## src/rtl/slice_logic_unit_if.sv

```systemverilog
// Request/response bundle for slice_logic_unit: operands and opcode in,
// busy/done/result/zero out.
interface slice_logic_unit_if #(
  parameter int WIDTH = 32
) ();
  logic             start;
  logic [1:0]       op;
  logic [WIDTH-1:0] a;
  logic [WIDTH-1:0] b;
  logic             busy;
  logic             done;
  logic [WIDTH-1:0] result;
  logic             zero;

  modport master (output start, op, a, b, input busy, done, result, zero);
  modport slave  (input start, op, a, b, output busy, done, result, zero);
endinterface

```

## src/rtl/slice_logic_unit.sv

```systemverilog
// Multi-cycle bitwise logic unit: evaluates AND/OR/XOR/NOR SLICE bits per
// cycle, least-significant slice first, under a start/busy/done handshake.
module slice_logic_unit #(
  parameter int WIDTH = 32,
  parameter int SLICE = 8
) (
  input  logic          clk,
  input  logic          reset,
  slice_logic_unit_if.slave bus
);

  localparam int NSLICE = WIDTH / SLICE;
  localparam int IDXW   = (NSLICE > 1) ? $clog2(NSLICE) : 1;
  localparam logic [IDXW-1:0] LAST_IDX = IDXW'(NSLICE - 1);

  generate
    if ((SLICE < 1) || (SLICE > WIDTH) || ((WIDTH % SLICE) != 0)) begin : g_bad_params
      $error("slice_logic_unit: WIDTH must be a positive multiple of SLICE");
    end
  endgenerate

  typedef enum logic [1:0] {IDLE, RUN, DONE} state_e;
  typedef enum logic [1:0] {OP_AND = 2'b00, OP_OR = 2'b01, OP_XOR = 2'b10, OP_NOR = 2'b11} op_e;

  state_e            state_q, state_d;
  op_e               op_q, op_d;
  logic [WIDTH-1:0]  a_q, a_d;
  logic [WIDTH-1:0]  b_q, b_d;
  logic [WIDTH-1:0]  result_q, result_d;
  logic [IDXW-1:0]   idx_q, idx_d;

  function automatic logic [SLICE-1:0] slice_op(input op_e o,
                                                input logic [SLICE-1:0] x,
                                                input logic [SLICE-1:0] y);
    case (o)
      OP_AND:  return x & y;
      OP_OR:   return x | y;
      OP_XOR:  return x ^ y;
      default: return ~(x | y);
    endcase
  endfunction

  always_comb begin
    // NOTE: every next-state signal gets its hold value first so no path through this block can infer a latch.
    state_d  = state_q;
    op_d     = op_q;
    a_d      = a_q;
    b_d      = b_q;
    result_d = result_q;
    idx_d    = idx_q;

    case (state_q)
      IDLE, DONE: begin
        if (bus.start) begin
          op_d     = op_e'(bus.op);
          a_d      = bus.a;
          b_d      = bus.b;
          result_d = '0;
          idx_d    = '0;
          state_d  = RUN;
        end else if (state_q == DONE) begin
          state_d = IDLE;
        end
      end
      RUN: begin
        // Constant-indexed loop keeps the slice mux free of variable part-selects.
        for (int k = 0; k < NSLICE; k++) begin
          if (idx_q == IDXW'(k)) begin
            result_d[k*SLICE +: SLICE] = slice_op(op_q, a_q[k*SLICE +: SLICE], b_q[k*SLICE +: SLICE]);
          end
        end
        if (idx_q == LAST_IDX) begin
          idx_d   = '0;
          state_d = DONE;
        end else begin
          idx_d = idx_q + 1'b1;
        end
      end
      default: state_d = IDLE;
    endcase
  end

  // NOTE: sequential state uses non-blocking assignments so all registers update together on the edge.
  always_ff @(posedge clk) begin
    if (reset) begin
      state_q  <= IDLE;
      op_q     <= OP_AND;
      a_q      <= '0;
      b_q      <= '0;
      result_q <= '0;
      idx_q    <= '0;
    end else begin
      state_q  <= state_d;
      op_q     <= op_d;
      a_q      <= a_d;
      b_q      <= b_d;
      result_q <= result_d;
      idx_q    <= idx_d;
    end
  end

  assign bus.busy   = (state_q == RUN);
  assign bus.done   = (state_q == DONE);
  assign bus.result = result_q;
  assign bus.zero   = ~|result_q;

endmodule

```

## src/flat_wrapper.sv

```systemverilog
// flat-port wrapper written by rule: the top's interface ports become plain ports
module slice_logic_unit_flat 
#(
  parameter int WIDTH = 32,
  parameter int SLICE = 8
)
  (clk, reset, bus_start, bus_op, bus_a, bus_b, bus_busy, bus_done, bus_result, bus_zero);
  slice_logic_unit_if #(.WIDTH(WIDTH)) bus_i ();
  input  logic clk;
  input  logic reset;
  input wire logic [$bits(bus_i.start)-1:0] bus_start;
  input wire logic [$bits(bus_i.op)-1:0] bus_op;
  input wire logic [$bits(bus_i.a)-1:0] bus_a;
  input wire logic [$bits(bus_i.b)-1:0] bus_b;
  output wire logic [$bits(bus_i.busy)-1:0] bus_busy;
  output wire logic [$bits(bus_i.done)-1:0] bus_done;
  output wire logic [$bits(bus_i.result)-1:0] bus_result;
  output wire logic [$bits(bus_i.zero)-1:0] bus_zero;
  assign bus_i.start = bus_start;
  assign bus_i.op = bus_op;
  assign bus_i.a = bus_a;
  assign bus_i.b = bus_b;
  assign bus_busy = bus_i.busy;
  assign bus_done = bus_i.done;
  assign bus_result = bus_i.result;
  assign bus_zero = bus_i.zero;
  slice_logic_unit #(.WIDTH(WIDTH), .SLICE(SLICE)) u_core (.clk(clk), .reset(reset), .bus(bus_i));
endmodule
```

## config.mk

```make
export PLATFORM = sky130hd
export DESIGN_NAME = slice_logic_unit_flat
export DESIGN_NICKNAME = d
export VERILOG_FILES = /design/src/rtl/slice_logic_unit_if.sv /design/src/rtl/slice_logic_unit.sv /design/src/flat_wrapper.sv
export SDC_FILE = /design/constraint.sdc
export NUM_CORES = 1
export LEC_CHECK = 0
export CAP_MARGIN = 20
export CORE_UTILIZATION = 31
export CTS_BUF_LIST = sky130_fd_sc_hd__clkbuf_8
export CTS_CLUSTER_DIAMETER = 80
export DETAILED_ROUTE_END_ITERATION = 7
export HOLD_SLACK_MARGIN = 0.12
export PLACE_DENSITY_LB_ADDON = 0.25
export SYNTH_ARGS = -nofsm -noshare
export SYNTH_HDL_FRONTEND = slang
export SYNTH_SLANG_ARGS = --single-unit
export TNS_END_PERCENT = 100
```

## constraint.sdc

```tcl
create_clock -name clk -period 2.8 [get_ports clk]
set_input_delay 0.42 -clock clk [delete_from_list [all_inputs] [get_ports clk]]
set_output_delay 0.42 -clock clk [all_outputs]
set_load 0.02 [all_outputs]
```

==> results.cfg, run 1 <==
[clocking]
cts_buffer_depth = 2
clock_latency_ps = 390
postCtsResizedCells = 0
cts_setup_buffers = 0
htreeDepth = 3
cts_buffers = 9
hold_buffers = 0
cts_tree = yes
cts_sinks = 102
cts_root_buf = clkbuf_8
path_clk_slew_ps = 100

[worst_setup_path]
worst-setup-path-type = reg -> out
critPathMaxStageDelay_ps = 640
worst_path_max_delay_cell = clkdlybuf4s50_1
worstPathCellList = nor4_1 -> nand4_1 -> nor2_1 -> clkdlybuf4s50_1
crit_path_end_kind = output port
start_kind = register
crit_arrival_ps = 2190
cp_max_fo = 3
worstPathRequired_ps = 2380

[timing]
slew_violations = 0
period_needed_ps = 2610
setup-violations-final = 0
finalHoldViolations = 0
worstMarginPinSlew_ps = 737
fin_crit_sh_pct = 93.2
finClkSkew_ps = 11.4
slew_headroom_pct = 50.9
rsz0062_at_grt = no
timing.fmax_mhz = 383
tns_ps = 0
hold_slack_ps = 310
setup_slack_ps = 189

[floorplanning]
die_area_um2 = 18700
fp.dieW_um = 137
ios = 104
start_util_pct = 32.1
die_height_um = 137
row_count = 48
core_um2 = 17500

[synth]
syn-cell-area_um2 = 5620
synth.top_cell.area_share_pct = 36.4
synthCells = 683
synth_warnings = 0
synth.net_count = 820
synth_cell_type_count = 26
ys_top_cells_by_area = dfxtp_1 36%, ha_1 15%, nand2_1 10%, a21oi_1 7.7%, inv_1 5.3%
yosys.area.top_type = dfxtp_1
seq_area_frac_synth_pct = 36.4
ys_seq_elements = 102
synth_area_per_cell_um2 = 8.22

[layout]
multi_input_area_um2 = 3090
fillers = 1776
area.sequential_um2 = 2050
fin_nets = 903
drive_gt1_share_pct = 6.36
diodes = 0
syn2layout_area_growth_pct = 24.8
final_cell_mix = 150 x nand2_1, 102 x clkdlybuf4s50_1, 100 x dfxtp_1
final_common_cell = nand2_1

[placed_design]
portBuffers = 103
gp_congestion = 0.747
dpl_worst_slack_ps = 592
detailed_place_hpwl_um = 9560

[global_route]
busiest_layer = met2
grt_util_met3_pct = 5.04
grt-ovfl-total = 0
met2_usage_pct = 26.5
grt_pass1_vias = 4409
grt_util_met1_pct = 18.2
antenna_found_initial = 0
grt_pass1_wl_um = 22000
grt_use_total_pct = 15.4
grt_max_degree = 69

[pwr]
combinationalPowerShare_pct = 19.1
power_frac_seq_pct = 51.7
peakVddDrop_mv = 0.248
p_sw_share_pct = 30.2
p_int_uw = 2130
powerDensity_nw_per_um2 = 435
power_frac_clock_pct = 29.2
p_sw_uw = 922
power_leakage_uw = 0.00266

[flow_run]
drv.max_cap_violation_count = 0

[hold_path]
hold_path.class = in -> reg

[route]
ant_nets = 0
wl_per_cell_um = 13.1
vias = 4528
first_iter_violations = 121
drtPass1Iterations = 4
avgViaCountPerCell = 4.55
wirelength_um = 13100
drc = 0

[status]
status = finished, final reports clean
[metal layers]
metal	wire, um	up-vias
li1	-	2432
met1	5920	2011
met2	6160	76
met3	853	9
met4	141	0
met5	0	-
[sequential cells by signal (all words and copies together), names as in the netlist]
name and count:
u_core.op_q 2, u_core.state_q 2, u_core.idx_q 2, u_core.a_q 32, u_core.bus.result 32, u_core.b_q 32
[cell families (layout without fill, tap and decap cells)]
logic type,count (synthesis),count (layout),share of synthesized area [%]
muxes,45,45,8.44
DFF,102,102,36.4
adders and majority gates,68,68,15.1
AOI/OAI and AO/OA,155,155,17.6
and+or+nand+nor,192,192,13.5
buffers and inverters,121,209,8.89
[cells in the mapped netlist, drive strengths merged]
library cell	n
o2bb2ai	32
nor2	25
o21ai	13
nand3	1
clkbuf	14
nor4	8
buf	26
a211oi	19
mux2	19
nand2	150
nand2b	3
nor2b	2
mux2i	26
dfxtp	102
nand4	2
nor3	1
inv	81
a21oi	90
ha	68
a31oi	1
[stage by stage]
stage          cells  cell area, um^2  utilization [%]  total power [uW]
6_report         996             7010             40.1              3050
5_1_grt          996             7010             40.1              3250
4_1_cts          996             7010             40.1              3110
3_5_place_dp     980             6840             39.1              2200
3_3_place_gp     980             6840             39.1              2200
2_1_floorplan    683             5620                -              1990
[power groups by stage]
stage          clock network [uW]  logic (uW)  registers, uW
2_1_floorplan                   0         396           1590
3_3_place_gp                    0         589           1610
3_5_place_dp                    0         593           1610
4_1_cts                       932         597           1580
5_1_grt                       990         673           1590
6_report                      891         584           1580
[layout make-up]
cell class                 count  share of cell area (%)
clock buffer                   9                    1.77
timing repair buffer         112                    16.0
tap                          225                    4.02
clock inverter                 7                   0.714
multi-input combinational    460                    44.0
inverter                      81                    4.34
sequential                   102                    29.2
[path summary, 6_finish.rpt]
kind,from,to,slack [ps],depth (start not counted)
min reg2reg,u_core.a_q[17],u_core.a_q[17],480,2
max,u_core.bus.result[20],bus_zero,190,4
max reg2reg,u_core.op_q[0],u_core.bus.result[30],1110,4
min,reset,u_core.op_q[0],310,2
[critical path, delay by kind of cell (launching register included)]
kind / cells / cell delay (ps)
DFF: 1 / 350
buffers and inverters: 1 / 640
and+or+nand+nor: 3 / 810
No activity file was read; power rests on OpenSTA's default activity.
==> inputs of run 2 (changes only) <==
==> constraint.sdc (replaced) <==
create_clock -name clk -period 2.8 [get_ports clk]
set_input_delay 0.42 -clock clk [delete_from_list [all_inputs] [get_ports clk]]
set_output_delay 0.42 -clock clk [all_outputs]
set_load 0.05 [all_outputs]
==> results.cfg, run 2 (synthesized netlist as in run 1, its figures left out) <==
[status]
status = finished, final reports clean

[global_route]
grt_use_total_pct = 14.7
grt_pass1_vias = 4219
antenna_found_initial = 0
grt_max_degree = 68
grt_pass1_wl_um = 21000
grt-ovfl-total = 0

[layout]
final_common_cell = nand2_1
fillers = 1773
area.sequential_um2 = 2050
diodes = 0
drive_gt1_share_pct = 6.11
final_cell_mix = 150 x nand2_1, 101 x clkdlybuf4s50_1, 100 x dfxtp_1
multi_input_area_um2 = 3090
finalInstanceArea_um2 = 7040
fin_nets = 901
syn2layout_area_growth_pct = 25.4

[timing]
tns_ps = 0
finalHoldViolations = 0
worstMarginPinSlew_ps = 650
slew_headroom_pct = 56.3
rsz0062_at_grt = no
fin_crit_sh_pct = 91.2
finClkSkew_ps = 11.6
period_needed_ps = 2550
slew_violations = 0
setup-violations-final = 0
timing.fmax_mhz = 392

[clocking]
cts_root_buf = clkbuf_8
postCtsResizedCells = 0
cts_sinks = 102
cts_buffers = 9
cts_buffer_depth = 2
htreeDepth = 3
cts_tree = yes
path_clk_slew_ps = 100
clock_latency_ps = 380
cts_setup_buffers = 0
hold_buffers = 0

[hold_path]
hold_path.class = reg -> reg

[pwr]
peakVddDrop_mv = 0.241
powerDensity_nw_per_um2 = 447
power_leakage_uw = 0.00267

[placed_design]
detailed_place_hpwl_um = 9190
placed_area_um2 = 6840
portBuffers = 103
gp_congestion = 0.754

[route]
first_iter_violations = 120
drc = 0
wirelength_um = 12900
avgViaCountPerCell = 4.57
ant_nets = 0
wl_per_cell_um = 13.0
drtPass1Iterations = 4
vias = 4540

[worst_setup_path]
cp_max_fo = 6
worstPathRequired_ps = 2380
crit_path_end_kind = output port
r2r_slack_ps = 1070
worst-setup-path-type = reg -> out
start_kind = register
crit_arrival_ps = 2130

[floorplanning]
fp.dieW_um = 137
ios = 104
die_height_um = 137
start_util_pct = 32.1
core_um2 = 17500
die_area_um2 = 18700
row_count = 48

[flow_run]
drv.max_cap_violation_count = 0
==> run 2: worst paths after layout <==
path / start / endpoint / depth (start not counted)
worst max-delay path: u_core.state_q[0] / bus_busy / 3
worst max register to register: u_core.state_q[0] / u_core.bus.result[17] / 4
worst min-delay path: u_core.b_q[20] / u_core.b_q[20] / 2
worst min register to register: u_core.b_q[20] / u_core.b_q[20] / 2
==> run 2: area by class of cell <==
type,instances,share of cell area [%]
inverter,81,4.32
tap,225,4.00
clock inverter,6,0.888
timing repair buffer,110,16.0
clock buffer,10,1.95
multi-input combinational,460,43.8
sequential,102,29.1
==> run 2: metal layers <==
metal | GRT usage (%) | vias to the layer above | routed length [um]
met5 | 0 | - | 0
met4 | 4.63 | 0 | 167
met3 | 3.41 | 11 | 487
met2 | 25.1 | 58 | 6140
met1 | 18.2 | 2046 | 6130
li1 | - | 2425 | -
==> run 2: critical path, cell delays in order (launching register included) <==
cell	delay (ps)
dfxtp_1	430
nand2b_1	180
inv_2	240
clkdlybuf4s50_1	890
==> run 2: power breakdown <==
part           total, uW  switching [uW]  internal (uW)  leakage, uW
registers           1580            66.0           1520     0.000834
clock network        967             530            437     0.000105
logic                599             312            287      0.00173
==> run 2: through the flow <==
stage | hold slack, ps | power, uW | util, % | worst slack (ps) | std cells
4_1_cts | 482 | 3210 | 40.3 | 208 | 994
3_5_place_dp | 468 | 2220 | 39.2 | 669 | 978
5_1_grt | 496 | 3340 | 40.3 | 180 | 994
3_3_place_gp | 464 | 2210 | 39.2 | 678 | 978
6_report | 478 | 3150 | 40.3 | 246 | 994
2_1_floorplan | 453 | 2010 | - | 809 | 683
==> inputs of run 3 (changes only) <==
--- a/config.mk
+++ b/config.mk
@@ -12,6 +12,7 @@
 export DETAILED_ROUTE_END_ITERATION = 7
 export HOLD_SLACK_MARGIN = 0.12
 export PLACE_DENSITY_LB_ADDON = 0.25
+export SETUP_SLACK_MARGIN = 0.1
 export SYNTH_ARGS = -nofsm -noshare
 export SYNTH_HDL_FRONTEND = slang
 export SYNTH_SLANG_ARGS = --single-unit
==> results of run 3 <==
The final DEF is identical to that of run 2; final timing and power are the same.
